### src/rtl/router_pkg.sv
// Shared router definitions: destination and mux-select codes, port indices,
// the per-output lock state type and the 3-way round-robin pick helper.
package router_pkg;

  // Destination codes carried on req_dest_*
  localparam logic [1:0] DEST_NONE  = 2'b00;
  localparam logic [1:0] DEST_X     = 2'b01;
  localparam logic [1:0] DEST_Y     = 2'b10;
  localparam logic [1:0] DEST_LOCAL = 2'b11;

  // Output mux select codes driven on control_*
  localparam logic [1:0] SEL_NONE     = 2'b00;
  localparam logic [1:0] SEL_IN_X     = 2'b01;
  localparam logic [1:0] SEL_IN_Y     = 2'b10;
  localparam logic [1:0] SEL_IN_LOCAL = 2'b11;

  // Port indices (used for inputs and outputs alike)
  localparam int PORT_X     = 0;
  localparam int PORT_Y     = 1;
  localparam int PORT_LOCAL = 2;

  typedef enum logic {
    ST_IDLE   = 1'b0,
    ST_LOCKED = 1'b1
  } lock_state_e;

  typedef struct packed {
    logic       found;
    logic [1:0] idx;
  } rr_pick_t;

  // Select code for an input index: index 0..2 maps onto 01..11.
  function automatic logic [1:0] sel_of_port(input logic [1:0] idx);
    return idx + 2'd1;
  endfunction

  // Round-robin pick among req[2:0], searching X, Y, LOCAL starting after 'last'.
  function automatic rr_pick_t rr_pick(input logic [2:0] req, input logic [1:0] last);
    rr_pick_t   res;
    logic [3:0] req_w;
    logic [1:0] c0;
    logic [1:0] c1;
    logic [1:0] c2;
    req_w = {1'b0, req};
    case (last)
      2'd0:    begin c0 = 2'd1; c1 = 2'd2; c2 = 2'd0; end
      2'd1:    begin c0 = 2'd2; c1 = 2'd0; c2 = 2'd1; end
      default: begin c0 = 2'd0; c1 = 2'd1; c2 = 2'd2; end
    endcase
    if (req_w[c0]) begin
      res = '{found: 1'b1, idx: c0};
    end else if (req_w[c1]) begin
      res = '{found: 1'b1, idx: c1};
    end else if (req_w[c2]) begin
      res = '{found: 1'b1, idx: c2};
    end else begin
      res = '{found: 1'b0, idx: 2'd0};
    end
    return res;
  endfunction

endpackage

### src/rtl/port_allocator_if.sv
// Handshake bundle between the three router input stages and the allocator.
//   req_dest_* / req_tail_* / fail : requests toward the allocator
//   control_* / grant_* / abort_*  : registered responses from the allocator
// master = input-stage side, slave = allocator side.
interface port_allocator_if;
  logic [1:0] req_dest_x;
  logic [1:0] req_dest_y;
  logic [1:0] req_dest_local;
  logic       req_tail_x;
  logic       req_tail_y;
  logic       req_tail_local;
  logic [2:0] fail;
  logic [1:0] control_x;
  logic [1:0] control_y;
  logic [1:0] control_local;
  logic       grant_x;
  logic       grant_y;
  logic       grant_local;
  logic       abort_x;
  logic       abort_y;
  logic       abort_local;

  modport master (
    output req_dest_x, req_dest_y, req_dest_local,
    output req_tail_x, req_tail_y, req_tail_local, fail,
    input  control_x, control_y, control_local,
    input  grant_x, grant_y, grant_local,
    input  abort_x, abort_y, abort_local
  );

  modport slave (
    input  req_dest_x, req_dest_y, req_dest_local,
    input  req_tail_x, req_tail_y, req_tail_local, fail,
    output control_x, control_y, control_local,
    output grant_x, grant_y, grant_local,
    output abort_x, abort_y, abort_local
  );
endinterface

### src/rtl/rr_lock_arbiter.sv
// Per-output arbiter: round-robin pointer, wormhole lock/owner and watchdog.
//   clk, rst   : clock, synchronous active-high reset
//   req_i      : inputs requesting this output (one bit per input, X/Y/LOCAL)
//   tail_i     : per-input tail flag of the current flit
//   fail_i     : this output is failed
//   control_o  : registered mux select code
//   grant_o    : registered one-hot of the owning input
//   abort_o    : registered one-cycle abort pulse toward the cut-off input
module rr_lock_arbiter
  import router_pkg::*;
#(
  parameter int LOCK_TIMEOUT = 64
) (
  input  logic       clk,
  input  logic       rst,
  input  logic [2:0] req_i,
  input  logic [2:0] tail_i,
  input  logic       fail_i,
  output logic [1:0] control_o,
  output logic [2:0] grant_o,
  output logic [2:0] abort_o
);

  localparam int TO_W = $clog2(LOCK_TIMEOUT + 1);

  lock_state_e     state_q, state_d;
  logic [1:0]      owner_q, owner_d;
  logic [1:0]      ptr_q, ptr_d;
  logic [TO_W-1:0] cnt_q, cnt_d;
  logic [1:0]      control_q, control_d;
  logic [2:0]      grant_q, grant_d;
  logic [2:0]      abort_q, abort_d;
  logic [2:0]      owner_oh_s;
  logic            owner_tail_s;
  rr_pick_t        pick_idle_s;
  rr_pick_t        pick_rearb_s;

  // Next-state: lock formation, tail hand-over, fail cut-off and watchdog release.
  always_comb begin
    state_d   = state_q;
    owner_d   = owner_q;
    ptr_d     = ptr_q;
    cnt_d     = cnt_q;
    abort_d   = 3'b000;
    owner_oh_s   = (state_q == ST_LOCKED) ? (3'b001 << owner_q) : 3'b000;
    owner_tail_s = |(tail_i & owner_oh_s);
    pick_idle_s  = rr_pick(req_i, ptr_q);
    // The finishing owner still shows this destination at its tail edge; keep it out.
    pick_rearb_s = rr_pick(req_i & ~owner_oh_s, ptr_q);
    case (state_q)
      ST_IDLE: begin
        if (fail_i) begin
          state_d = ST_IDLE;
        end else if (pick_idle_s.found) begin
          state_d = ST_LOCKED;
          owner_d = pick_idle_s.idx;
          ptr_d   = pick_idle_s.idx;
          cnt_d   = '0;
        end else begin
          state_d = ST_IDLE;
        end
      end
      ST_LOCKED: begin
        if (fail_i) begin
          state_d = ST_IDLE;
          abort_d = owner_oh_s;
          cnt_d   = '0;
        end else if (owner_tail_s) begin
          cnt_d = '0;
          if (pick_rearb_s.found) begin
            owner_d = pick_rearb_s.idx;
            ptr_d   = pick_rearb_s.idx;
          end else begin
            state_d = ST_IDLE;
          end
        end else if (cnt_q == TO_W'(LOCK_TIMEOUT - 1)) begin
          // Watchdog: no re-arbitration on this edge.
          state_d = ST_IDLE;
          abort_d = owner_oh_s;
          cnt_d   = '0;
        end else begin
          cnt_d = cnt_q + TO_W'(1);
        end
      end
      default: begin
        state_d = ST_IDLE;
        cnt_d   = '0;
      end
    endcase
    control_d = (state_d == ST_LOCKED) ? sel_of_port(owner_d) : SEL_NONE;
    grant_d   = (state_d == ST_LOCKED) ? (3'b001 << owner_d) : 3'b000;
  end

  // State and registered outputs.
  always_ff @(posedge clk) begin
    if (rst) begin
      state_q   <= ST_IDLE;
      owner_q   <= 2'd0;
      ptr_q     <= 2'd2;
      cnt_q     <= '0;
      control_q <= SEL_NONE;
      grant_q   <= 3'b000;
      abort_q   <= 3'b000;
    end else begin
      state_q   <= state_d;
      owner_q   <= owner_d;
      ptr_q     <= ptr_d;
      cnt_q     <= cnt_d;
      control_q <= control_d;
      grant_q   <= grant_d;
      abort_q   <= abort_d;
    end
  end

  assign control_o = control_q;
  assign grant_o   = grant_q;
  assign abort_o   = abort_q;

endmodule

### src/rtl/port_allocator.sv
// Output-side allocator of the 3-port router (X, Y, LOCAL).
//   clk, rst : clock, synchronous active-high reset
//   bus      : slave side of port_allocator_if (requests in, selects/grants/aborts out)
// One rr_lock_arbiter per output; requests are built from req_dest_* and the
// per-output grant/abort one-hots are ORed back onto each input.
module port_allocator
  import router_pkg::*;
#(
  parameter int LOCK_TIMEOUT = 64
) (
  input logic             clk,
  input logic             rst,
  port_allocator_if.slave bus
);

  logic [1:0] dest_s [3];
  logic [2:0] tail_s;
  logic [2:0] owned_s;
  logic [2:0] req_s   [3];
  logic [1:0] ctrl_s  [3];
  logic [2:0] grant_s [3];
  logic [2:0] abort_s [3];

  // Per-output request vectors; an input locked to some other output is excluded.
  always_comb begin
    dest_s[PORT_X]     = bus.req_dest_x;
    dest_s[PORT_Y]     = bus.req_dest_y;
    dest_s[PORT_LOCAL] = bus.req_dest_local;
    tail_s  = {bus.req_tail_local, bus.req_tail_y, bus.req_tail_x};
    owned_s = grant_s[PORT_X] | grant_s[PORT_Y] | grant_s[PORT_LOCAL];
    for (int o = 0; o < 3; o++) begin
      for (int i = 0; i < 3; i++) begin
        req_s[o][i] = (dest_s[i] == 2'(o + 1)) && !(owned_s[i] && !grant_s[o][i]);
      end
    end
  end

  for (genvar g = 0; g < 3; g++) begin : g_out
    rr_lock_arbiter #(.LOCK_TIMEOUT(LOCK_TIMEOUT)) u_arb (
      .clk       (clk),
      .rst       (rst),
      .req_i     (req_s[g]),
      .tail_i    (tail_s),
      .fail_i    (bus.fail[g]),
      .control_o (ctrl_s[g]),
      .grant_o   (grant_s[g]),
      .abort_o   (abort_s[g])
    );
  end

  assign bus.control_x     = ctrl_s[PORT_X];
  assign bus.control_y     = ctrl_s[PORT_Y];
  assign bus.control_local = ctrl_s[PORT_LOCAL];

  assign bus.grant_x     = grant_s[PORT_X][PORT_X]     | grant_s[PORT_Y][PORT_X]     | grant_s[PORT_LOCAL][PORT_X];
  assign bus.grant_y     = grant_s[PORT_X][PORT_Y]     | grant_s[PORT_Y][PORT_Y]     | grant_s[PORT_LOCAL][PORT_Y];
  assign bus.grant_local = grant_s[PORT_X][PORT_LOCAL] | grant_s[PORT_Y][PORT_LOCAL] | grant_s[PORT_LOCAL][PORT_LOCAL];

  assign bus.abort_x     = abort_s[PORT_X][PORT_X]     | abort_s[PORT_Y][PORT_X]     | abort_s[PORT_LOCAL][PORT_X];
  assign bus.abort_y     = abort_s[PORT_X][PORT_Y]     | abort_s[PORT_Y][PORT_Y]     | abort_s[PORT_LOCAL][PORT_Y];
  assign bus.abort_local = abort_s[PORT_X][PORT_LOCAL] | abort_s[PORT_Y][PORT_LOCAL] | abort_s[PORT_LOCAL][PORT_LOCAL];

endmodule
### src/flat_wrapper.sv
// flat-port wrapper written by rule: the top's interface ports become plain ports
module port_allocator_flat import router_pkg::*;
#(
  parameter int LOCK_TIMEOUT = 64
)
  (clk, rst, bus_req_dest_x, bus_req_dest_y, bus_req_dest_local, bus_req_tail_x, bus_req_tail_y, bus_req_tail_local, bus_fail, bus_control_x, bus_control_y, bus_control_local, bus_grant_x, bus_grant_y, bus_grant_local, bus_abort_x, bus_abort_y, bus_abort_local);
  port_allocator_if bus_i ();
  input logic clk;
  input logic rst;
  input wire logic [$bits(bus_i.req_dest_x)-1:0] bus_req_dest_x;
  input wire logic [$bits(bus_i.req_dest_y)-1:0] bus_req_dest_y;
  input wire logic [$bits(bus_i.req_dest_local)-1:0] bus_req_dest_local;
  input wire logic [$bits(bus_i.req_tail_x)-1:0] bus_req_tail_x;
  input wire logic [$bits(bus_i.req_tail_y)-1:0] bus_req_tail_y;
  input wire logic [$bits(bus_i.req_tail_local)-1:0] bus_req_tail_local;
  input wire logic [$bits(bus_i.fail)-1:0] bus_fail;
  output wire logic [$bits(bus_i.control_x)-1:0] bus_control_x;
  output wire logic [$bits(bus_i.control_y)-1:0] bus_control_y;
  output wire logic [$bits(bus_i.control_local)-1:0] bus_control_local;
  output wire logic [$bits(bus_i.grant_x)-1:0] bus_grant_x;
  output wire logic [$bits(bus_i.grant_y)-1:0] bus_grant_y;
  output wire logic [$bits(bus_i.grant_local)-1:0] bus_grant_local;
  output wire logic [$bits(bus_i.abort_x)-1:0] bus_abort_x;
  output wire logic [$bits(bus_i.abort_y)-1:0] bus_abort_y;
  output wire logic [$bits(bus_i.abort_local)-1:0] bus_abort_local;
  assign bus_i.req_dest_x = bus_req_dest_x;
  assign bus_i.req_dest_y = bus_req_dest_y;
  assign bus_i.req_dest_local = bus_req_dest_local;
  assign bus_i.req_tail_x = bus_req_tail_x;
  assign bus_i.req_tail_y = bus_req_tail_y;
  assign bus_i.req_tail_local = bus_req_tail_local;
  assign bus_i.fail = bus_fail;
  assign bus_control_x = bus_i.control_x;
  assign bus_control_y = bus_i.control_y;
  assign bus_control_local = bus_i.control_local;
  assign bus_grant_x = bus_i.grant_x;
  assign bus_grant_y = bus_i.grant_y;
  assign bus_grant_local = bus_i.grant_local;
  assign bus_abort_x = bus_i.abort_x;
  assign bus_abort_y = bus_i.abort_y;
  assign bus_abort_local = bus_i.abort_local;
  port_allocator #(.LOCK_TIMEOUT(LOCK_TIMEOUT)) u_core (.clk(clk), .rst(rst), .bus(bus_i));
endmodule
### config.mk
export PLATFORM = sky130hd
export DESIGN_NAME = port_allocator_flat
export DESIGN_NICKNAME = d
export VERILOG_FILES = /design/src/rtl/router_pkg.sv /design/src/rtl/port_allocator_if.sv /design/src/rtl/rr_lock_arbiter.sv /design/src/rtl/port_allocator.sv /design/src/flat_wrapper.sv
export SDC_FILE = /design/constraint.sdc
export NUM_CORES = 1
export LEC_CHECK = 0
export BUFFER_PORTS_ARGS = -buffer_cell sky130_fd_sc_hd__buf_4
export CORE_MARGIN = 3
export CORE_UTILIZATION = 54
export CTS_CLUSTER_SIZE = 28
export DETAILED_ROUTE_END_ITERATION = 7
export GPL_TIMING_DRIVEN = 1
export PLACE_DENSITY_LB_ADDON = 0.1
export SETUP_SLACK_MARGIN = 0.5
export SYNTH_ARGS = -nofsm -noshare
export SYNTH_HDL_FRONTEND = slang
export SYNTH_SLANG_ARGS = --single-unit
### constraint.sdc
create_clock -name clk -period 2.1 [get_ports clk]
set_input_delay 0.525 -clock clk [delete_from_list [all_inputs] [get_ports clk]]
set_output_delay 0.525 -clock clk [all_outputs]
set_load 0.05 [all_outputs]
-- After elaboration in Yosys (flattened, before gate mapping)
Index checks and enable logic that the tools add are counted.
- $mul: 0
- shifts and indexed selects: 6
- eq/ne operators: 30
- multiplexer cells: 150
- divide/modulo/power cells: 0
- reductions and logical operators: 54
- bitwise gates (word level): 29
- magnitude comparators: 9
- $add $sub $neg: 6
- operators with widths (operator ; count):
    7-bit two-way mux ; 15
    3-bit two-way mux ; 30
    2-bit two-way mux ; 30
    2-bit one-hot mux with 2 select lines ; 15
    7-bit one-hot mux with 2 select lines ; 3
    1-bit binary-select mux with 2-bit select ; 18
    1-bit two-way mux ; 36
    2-bit by 3-bit less-than comparator with 1-bit output, second input constant ; 9
    7-bit by 1-bit adder with 7-bit output, second input constant ; 3
    7-bit by 6-bit == test with 1-bit output, second input constant ; 3
    3-bit bitwise AND ; 6
    1-bit logical AND ; 18
    1-bit logical NOT ; 18
    2-bit != test, second input constant ; 9
    1-bit by 2-bit << shifter with 3-bit output, first input constant ; 6
    5-bit AND reduction ; 3
    2-bit by 1-bit == test with 1-bit output, second input constant ; 6
    2-bit == test, second input constant ; 6
    2-bit by 1-bit != test with 1-bit output, second input constant ; 6
    1-bit bitwise OR ; 12
    2-bit OR reduction ; 6
    3-bit inverter ; 3
    3-bit OR reduction ; 3
    2-bit by 1-bit adder with 2-bit output, second input constant ; 3
    other kinds (5) ; 17
- latch bits: 0
- memories: 0
- bits in writable memories: 0
- memory bits (read-only): 0
- bits in registers: 60
- output and inout bits: 12

-- Logic depth before layout (Yosys ltp)
Gate-level depths: netlist of the first run.
- depth in word-level cells: 17
- gate-level depth with buffers: 9
- depth with buffers taken out: 8

-- Cells and area by module
Synthesis of the first run repeated with hierarchy kept, for this count alone.
- cells, all modules: 387
- area total of the unflattened synthesis: 3183.1 µm²
- modules (own cells, without submodules) (module ; cells an instance ; area each (µm²) ; sequential area each (µm²) ; times used):
    rr_lock_arbiter ; 121 ; 1002.2 ; 400.4 ; 3
    port_allocator ; 24 ; 176.4 ; 0.0 ; 1

-- Worst setup path after synthesis of the first run
No wires, ideal clock.
- path type: input -> register
- start point: in bus_req_dest_local[1]
- end point: reg u_core.g_out[0].u_arb.control_q[1]
- buffers on the path: 0
- required time: 2.026 ns
- cell stages on the path: 7
- arrival time: 2.045 ns
- path slack: -0.019 ns
- cells stage by stage: and2b_1 -> nand2_2 -> o2111ai_1 -> a31oi_1 -> or4_4 -> or2_4 -> o22ai_2
- word-level cells in the longest chain between the ends: 14
- elaborated cells on any way between the ends: 36
- those cells by class: add/sub (1); eq/ne (1); mux (30); bitwise (2); reduce/logical (2)
- RTL lines (element ; line ; RTL):
    start: declaration ; flat_wrapper.sv:12 ; input wire logic [$bits(bus_i.req_dest_local)-1:0] bus_req_dest_local;
    2-bit by 1-bit == test with 1-bit output * ; port_allocator.sv:33 ; req_s[o][i] = (dest_s[i] == 2'(o + 1)) && !(owned_s[i] && !grant_s[o][i]);
    1-bit logical AND * ; port_allocator.sv:33 ;
    parallel branches: the longest is 12 deep, another holds 2-bit by 1-bit adder with 2-bit output ; n/a ;
    end signal: assignment ; rr_lock_arbiter.sv:109 ; control_q <= control_d;
    end: declaration ; rr_lock_arbiter.sv:30 ; logic [1:0] control_q, control_d;
Mark *: on every way between the ends. The select of a mux whose other input is x is not followed.
A chain may end at the register's enable or synchronous reset.

-- Worst setup path in the final report of the first run
- start point: reg u_core.g_out[1].u_arb.grant_q[2]
- end point: reg u_core.g_out[2].u_arb.control_q[1]
- word-level cells in the longest chain between the ends: 17
- elaborated cells on any way between the ends: 39
- those cells by class: add/sub (1); mux (30); bitwise (4); reduce/logical (4)
- RTL lines (element ; line ; RTL):
    start: declaration ; rr_lock_arbiter.sv:31 ; logic [2:0] grant_q, grant_d;
    start signal: assignment ; rr_lock_arbiter.sv:110 ; grant_q <= grant_d;
    3-bit bitwise OR * (2 in a row) ; port_allocator.sv:30 ; owned_s = grant_s[PORT_X] | grant_s[PORT_Y] | grant_s[PORT_LOCAL];
    1-bit logical AND * ; port_allocator.sv:33 ;
    1-bit logical NOT * ; port_allocator.sv:33 ;
    1-bit logical AND * ; port_allocator.sv:33 ;
    parallel branches: the longest is 12 deep, another holds 2-bit by 1-bit adder with 2-bit output ; n/a ;
    end signal: assignment ; rr_lock_arbiter.sv:109 ;
    end: declaration ; rr_lock_arbiter.sv:30 ;
Marked as above.

==> metrics.txt, run 1 <==
post-route cell area 0.00563 sq mm; Initial Utilization 57.0%; fin cells 607; Syn. warnings 0; CTS Buffer Depth 2; CTS tree built; vias in the first global route 3643; hold crit path type in -> reg; Worst EP arrival 2.81 ns; Reg2Reg Launch Point u_core.g_out[1].u_arb.grant_o[2]$_SDFF_PP0_; die height 85.7 um; Final Skew 0.0156 ns; GPL Wtd Cong 0.937; Remaining DRCs 0; r2r setup slk -0.42 ns; DIE AREA 0.00735 sq mm; num rows 28; # Max-Cap Violations 0; area of the multi-input gates 0.00297 sq mm; CP max FO 4; IO Pins 26; Leak 2.15 nW; Final Hold Vio Count 0; GRT overflow 0; core box area 0.00603 sq mm; share of cells above drive strength 1 58.3%; register clock-pin slew on the reported worst setup and hold paths 0.08 ns; measured slew at the worst slew-check pin 0.943 ns; area grow syn2layout 64.2%; placed cell area 0.00416 sq mm; Worst Hold Path EP u_core.g_out[1].u_arb.ptr_q[0]$_SDFFE_PP0P_; initial drt markers 589; # diodes 0; Worst Reg2Reg Path Length in Cells 8; Yosys cell types 78; pin count of the biggest net entering global routing 18; global-route wire length before repair 18200 um; drt pass-1 iters 6; hold-fix buffers at CTS 0; Main synth FF type dfxtp_1; number of clock buffers inserted by TritonCTS 9; post-route ant nets 0; worst hold stages 2; clk root buf clkbuf_8; Wirelength per Cell 28.4 um; Async S/R FF share, synth 0%; Tot Pwr 3.80 mW; Crit path required time 2.39 ns; H-tree depth 3; Fmax 0.397 GHz; Vias 4607; Startpoint Class register; final net count 544; clk sink count 60; type of the worst setup path reg -> reg; HPWL after DPL 6930 um; register area 0.00125 sq mm; final worst-path cycle share 120%; Setup violations, final 20; Post-synth EDFFs 0; WHS 0.494 ns; outcome finished with violations; GRT Util Overall 31.5%; Worst-Skew Late Latency 0.38 ns; filler cell count 169; failing checks negative setup slack; synthesized area per cell 8.19 sq um; Max transition margin 37.1%; R2R Path End u_core.g_out[2].u_arb.control_o[1]$_SDFF_PP0_; Slew Viols, Final 0; post-layout util 93.5%; die span in x 85.7 um; antenna violations before repair 1; post-route setup slack -0.420 ns; WL final 17200 um; Seq cells post-synth 60; hold path startpoint rst; Synth Cell Area 0.00343 sq mm; vias per inst 7.59; maximum vdd drop 0.000881 V; placed insts 552; Mapped Nets 436; Power Density 674 mW/mm^2; Setup crit end kind register; RSZ-0062 raised after global routing true; Seq/Total Area, Yosys 35.0%; min Tclk post-route 2.52 ns; Mapped Cells 419; Buffers on Ports 25
cells in the mapped netlist, types with 5 or more instances:
master / count / share of area [%]
dfxtp_1: 60 / 35
o21ai_0: 19 / 2.8
inv_1: 12 / 1.3
a21oi_1: 27 / 3.9
and2_1: 8 / 1.5
o21ba_2: 6 / 1.7
clkbuf_1: 10 / 1.1
o21bai_1: 6 / 1.3
nor2_1: 53 / 5.8
nand2_1: 25 / 2.7
nand3_1: 16 / 2.3
nor3_1: 14 / 2.0
or3_1: 9 / 1.6
and3_1: 9 / 1.6
nand2b_1: 8 / 1.5
nor2b_1: 11 / 2.0
mux2i_1: 5 / 1.5
nand3b_1: 8 / 1.7
where the power goes:
| group | leakage, nW | total (mW) | internal [mW] | switching, mW |
|---|---|---|---|---|
| clock | 0.127 | 1.38 | 0.852 | 0.530 |
| sequential | 0.500 | 1.25 | 1.18 | 0.0683 |
| combinational | 1.52 | 1.17 | 0.511 | 0.661 |
area by class of cell:
type | instances | area share, %
clock buffer | 12 | 2.75
clock inverter | 4 | 1.69
inverter | 13 | 0.866
multi-input combinational | 331 | 52.7
sequential | 60 | 22.3
tap | 75 | 1.67
timing repair buffer | 112 | 18.1
layer usage:
metal	global-route usage, %	vias up	routed length, um
met3	5.28	181	2210
met5	0	-	7
li1	-	1777	-
met4	15.8	2	1420
met2	50.9	518	7610
met1	40.6	2129	5970
how the worst max path moves through the flow:
| stage | start | to | slack [ns] | cells past startpoint |
|---|---|---|---|---|
| 6_report | u_core.g_out[1].u_arb.grant_o[2]$_SDFF_PP0_ | u_core.g_out[2].u_arb.control_o[1]$_SDFF_PP0_ | -0.42 | 8 |
| 5_1_grt | u_core.g_out[2].u_arb.grant_o[2]$_SDFF_PP0_ | u_core.g_out[2].u_arb.control_o[1]$_SDFF_PP0_ | -0.42 | 7 |
| 4_1_cts | u_core.g_out[0].u_arb.owner_q[0]$_SDFF_PP0_ | u_core.g_out[0].u_arb.control_o[1]$_SDFF_PP0_ | 0.10 | 9 |
| 3_5_place_dp | bus_req_dest_y[1] | u_core.g_out[0].u_arb.control_o[1]$_SDFF_PP0_ | -0.18 | 9 |
| 3_3_place_gp | bus_req_dest_y[1] | u_core.g_out[0].u_arb.ptr_q[1]$_SDFFE_PP1P_ | -0.14 | 10 |
| 2_1_floorplan | bus_req_dest_y[1] | u_core.g_out[0].u_arb.control_o[1]$_SDFF_PP0_ | -0.01 | 7 |
through the flow:
stage          worst slack [ns]  TNS [ns]
2_1_floorplan           -0.0140   -0.0140
3_3_place_gp             -0.136     -1.03
3_5_place_dp             -0.176     -1.58
4_1_cts                   0.104         0
5_1_grt                  -0.415     -4.42
6_report                 -0.420     -3.32
placed cells by master, fill, tap and decap left out, types with 6 or more instances in the layout:
master | netlist | final
buf_4 | 0 | 74
dfxtp_1 | 60 | 38
nor2_1 | 53 | 34
buf_6 | 1 | 30
nand2_1 | 25 | 19
a21oi_1 | 27 | 15
dfxtp_2 | 0 | 12
o21ai_0 | 19 | 11
nor2_2 | 0 | 11
clkbuf_8 | 0 | 11
nand3_1 | 16 | 10
dfxtp_4 | 0 | 10
a21oi_2 | 0 | 9
inv_1 | 12 | 8
o21ai_2 | 0 | 8
nand3b_1 | 8 | 8
nor2_4 | 0 | 8
or3_4 | 0 | 7
buf_8 | 0 | 7
nor3_4 | 0 | 6
and3_1 | 9 | 6
kinds of logic (layout without fill, tap and decap cells):
group	Yosys count	count (layout)	synth area share [%]
AOI/OAI and AO/OA	127	127	27.8
xor gates and xnor gates	4	4	1.02
adders and majority gates	3	3	1.09
buffers and inverters	28	141	3.43
DFF	60	60	35.0
muxes	5	5	1.46
and+or+nand+nor	192	192	30.2
worst max-delay path: stages (launching register included):
cell and delay [ns]:
dfxtp_4 0.38, buf_6 0.11, o21bai_4 0.08, a222oi_1 0.84, a31oi_2 0.19, a41o_1 0.31, a21o_1 0.23, nor3_2 0.16
o21bai_1 0.14
registers in the layout, indices dropped and copies added, names as in the netlist:
| name | cells |
|---|---|
| u_core.g_out.u_arb.owner_q | 6 |
| u_core.g_out.u_arb.control_o | 6 |
| u_core.g_out.u_arb.grant_o | 9 |
| u_core.g_out.u_arb.cnt_q | 21 |
| u_core.g_out.u_arb.ptr_q | 6 |
| u_core.g_out.u_arb.state_q | 3 |
| u_core.g_out.u_arb.abort_o | 9 |
repair_timing:
item                       in CTS  in global routing
pin swaps                      45                 48
setup endpoints to repair      61                 65
buffers inserted               15                 24
gates resized for setup       104                129
No activity file was read; power rests on OpenSTA's default activity.
==> inputs of run 2 (changes only) <==
--- a/config.mk
+++ b/config.mk
@@ -12,6 +12,7 @@
 export DETAILED_ROUTE_END_ITERATION = 7
 export GPL_TIMING_DRIVEN = 1
 export PLACE_DENSITY_LB_ADDON = 0.1
+export RECOVER_POWER = 25
 export SETUP_SLACK_MARGIN = 0.5
 export SYNTH_ARGS = -nofsm -noshare
 export SYNTH_HDL_FRONTEND = slang
==> run 2 against run 1 <==
Via count decreased by 1.1%; global-route usage unchanged; the run still ends with negative setup slack left; sequential power about the same; cell count unchanged; sequential share of layout area increased by 0.089 points; worst hold slack got worse by 0.011 ns; total power decreased by 0.13%; wire length about the same; clock power about the same; highest routed layer unchanged; critical path depth decreased by 1; clock skew decreased by 0.00091 ns; fmax increased by 0.23%.
==> metrics.txt, run 2 (synthesized netlist as in run 1, its figures left out) <==
WL final 17200 um (about the same); Setup crit end kind register; global-route wire length before repair 18200 um (unchanged); antenna violations before repair 1 (unchanged); min Tclk post-route 2.51 ns (-0.00582 ns); Setup violations, final 18 (-10%); register clock-pin slew on the reported worst setup and hold paths 0.08 ns (about the same); num rows 28 (unchanged); share of cells above drive strength 1 57.1% (-1.1 points); Vias 4557 (-1.1%); WHS 0.483 ns (-0.0114 ns); hold crit path type in -> reg; Fmax 0.398 GHz (+0.23%); Max Used Layer met5; measured slew at the worst slew-check pin 0.930 ns (-0.0130 ns); register share of total power 32.8% (about the same); die height 85.7 um (unchanged); Slowest-stage cell, CP a222oi_1; H-tree depth 3 (unchanged); CTS tree built; post-route cell area 0.00561 sq mm (-0.40%); die span in x 85.7 um (unchanged); vias per inst 7.51 (-1.1%); met3 WL post-DR 2070 um (-6.3%); Max transition margin 38.0% (+0.86 points); wire length on met2 7520 um (-1.2%); failing checks negative setup slack; setup tns final -3.08 ns (+0.235 ns); leading cell type in the layout, fill and taps excluded buf_4; max FFs per register 21 (unchanged); type of the worst setup path reg -> reg; Wirelength per Cell 28.4 um (about the same); WL met1 6100 um (+2.1%); Crit path required time 2.39 ns (about the same); P_int 2.53 mW (-0.26%); Final Skew 0.0147 ns (-0.000912 ns); outcome finished with violations; Buf/Inv on CP 0 (-1); final worst-path cycle share 120% (-0.28 points); # Max-Cap Violations 0 (unchanged); core box area 0.00603 sq mm (unchanged); placed insts 552 (unchanged); post-route setup slack -0.414 ns (+0.00582 ns); Crit path max-delay family compound AO/OA/AOI/OAI gates; CP Cell Sequence o21bai_2 > a222oi_1 > a31oi_2 > a41o_1 > a21o_1 > nor3_2 > o21bai_1; GPL Wtd Cong 0.937 (unchanged); maximum vdd drop 0.000875 V (-0.71%); placed cell area 0.00416 sq mm (unchanged); area grow syn2layout 63.5%; Clk network pwr share 36.6% (+0.2 points); sw power 1.26 mW (+0.13%); vias in the first global route 3643 (unchanged); Final Hold Vio Count 0 (unchanged); CP max FO 5 (+1); Power Density 676 mW/mm^2 (+0.27%); Initial Utilization 57.0% (unchanged); filler cell count 180 (+6.5%); Leak 2.12 nW (-1.2%); DIE AREA 0.00735 sq mm (unchanged); Logic pwr share 30.6% (-0.2 points); Worst-Skew Late Latency 0.38 ns (about the same); final net count 544 (unchanged); clk root buf clkbuf_8; Buffers on Ports 25 (unchanged); pin count of the biggest net entering global routing 18 (unchanged); IO Pins 26 (unchanged); Largest stage delay, worst path 0.77 ns (-0.07 ns); Startpoint Class register; GRT Util Overall 31.5% (unchanged); # diodes 0 (unchanged); post-route ant nets 0 (unchanged); sw frac 33.2% (+0.086 points); pre-CTS setup slack -0.176 ns (unchanged); Remaining DRCs 0 (unchanged); GRT overflow 0 (unchanged); RSZ-0062 raised after global routing true; HPWL after DPL 6930 um (unchanged); CTS Buffer Depth 2 (unchanged); number of clock buffers inserted by TritonCTS 9 (unchanged); fin cells 607 (unchanged); initial drt markers 590 (+0.17%); clk sink count 60 (unchanged); drt pass-1 iters 6 (unchanged); register bank with the most flops u_core.g_out.u_arb.cnt_q; Worst EP arrival 2.81 ns (about the same); Slew Viols, Final 0 (unchanged); most frequent cells in the layout buf_4, dfxtp_1, nor2_1
run 2: changes by cell type in the layout (fill, tap and decap cells not counted):
cell	change
buf_4	-6
clkbuf_1	+6
run 2: cell type report:
class	count	area [sq um]	area share, %
Inverter	13	48.8	0.870
Clock inverter	4	95.1	1.69
Timing Repair Buffer	112	996	17.7
Sequential cell	60	1250	22.3
Multi-Input combinational cell	331	2970	52.9
Clock buffer	12	155	2.76
Tap cell	75	93.8	1.67
run 2: per-layer routing:
metal	GRT usage, %	vias up
li1	-	1784
met2	50.9	494
met4	15.8	4
met3	5.28	172
met1	40.6	2103
met5	0	-
run 2: worst paths after layout:
| kind | start | to | slack (ns) | cells past startpoint |
|---|---|---|---|---|
| min | rst | u_core.g_out[1].u_arb.ptr_q[0]$_SDFFE_PP0P_ | 0.48 | 2 |
| min reg2reg | u_core.g_out[0].u_arb.cnt_q[5]$_SDFFE_PP0P_ | u_core.g_out[0].u_arb.cnt_q[5]$_SDFFE_PP0P_ | 0.50 | 1 |
| max reg2reg | u_core.g_out[2].u_arb.grant_o[0]$_SDFF_PP0_ | u_core.g_out[2].u_arb.control_o[1]$_SDFF_PP0_ | -0.41 | 7 |
| max | u_core.g_out[2].u_arb.grant_o[0]$_SDFF_PP0_ | u_core.g_out[2].u_arb.control_o[1]$_SDFF_PP0_ | -0.41 | 7 |
run 2: power groups by stage:
| stage | Sequential, mW | Combinational, mW | Clock [mW] |
|---|---|---|---|
| finish | 1.25 | 1.16 | 1.39 |
| global route | 1.25 | 1.19 | 1.42 |
| CTS | 1.23 | 0.840 | 1.34 |
| detailed placement | 1.25 | 0.711 | 0 |
| global placement | 1.25 | 0.701 | 0 |
| floorplan | 1.26 | 0.458 | 0 |
run 2: repair_timing:
action                                  4_1_cts  5_1_grt
resized for setup                           104      129
endpoints found under the setup margin       61       65
hold buffers                                  0        0
pin swaps                                    45       48
hold endpoints to repair                      0        0
setup buffers                                15       24
run 2: metrics by stage:
step	utilization, %	power [mW]
floorplan	-	1.72
global placement	69.0	1.95
detailed placement	69.0	1.96
CTS	81.6	3.41
global route	93.1	3.85
finish	93.1	3.79
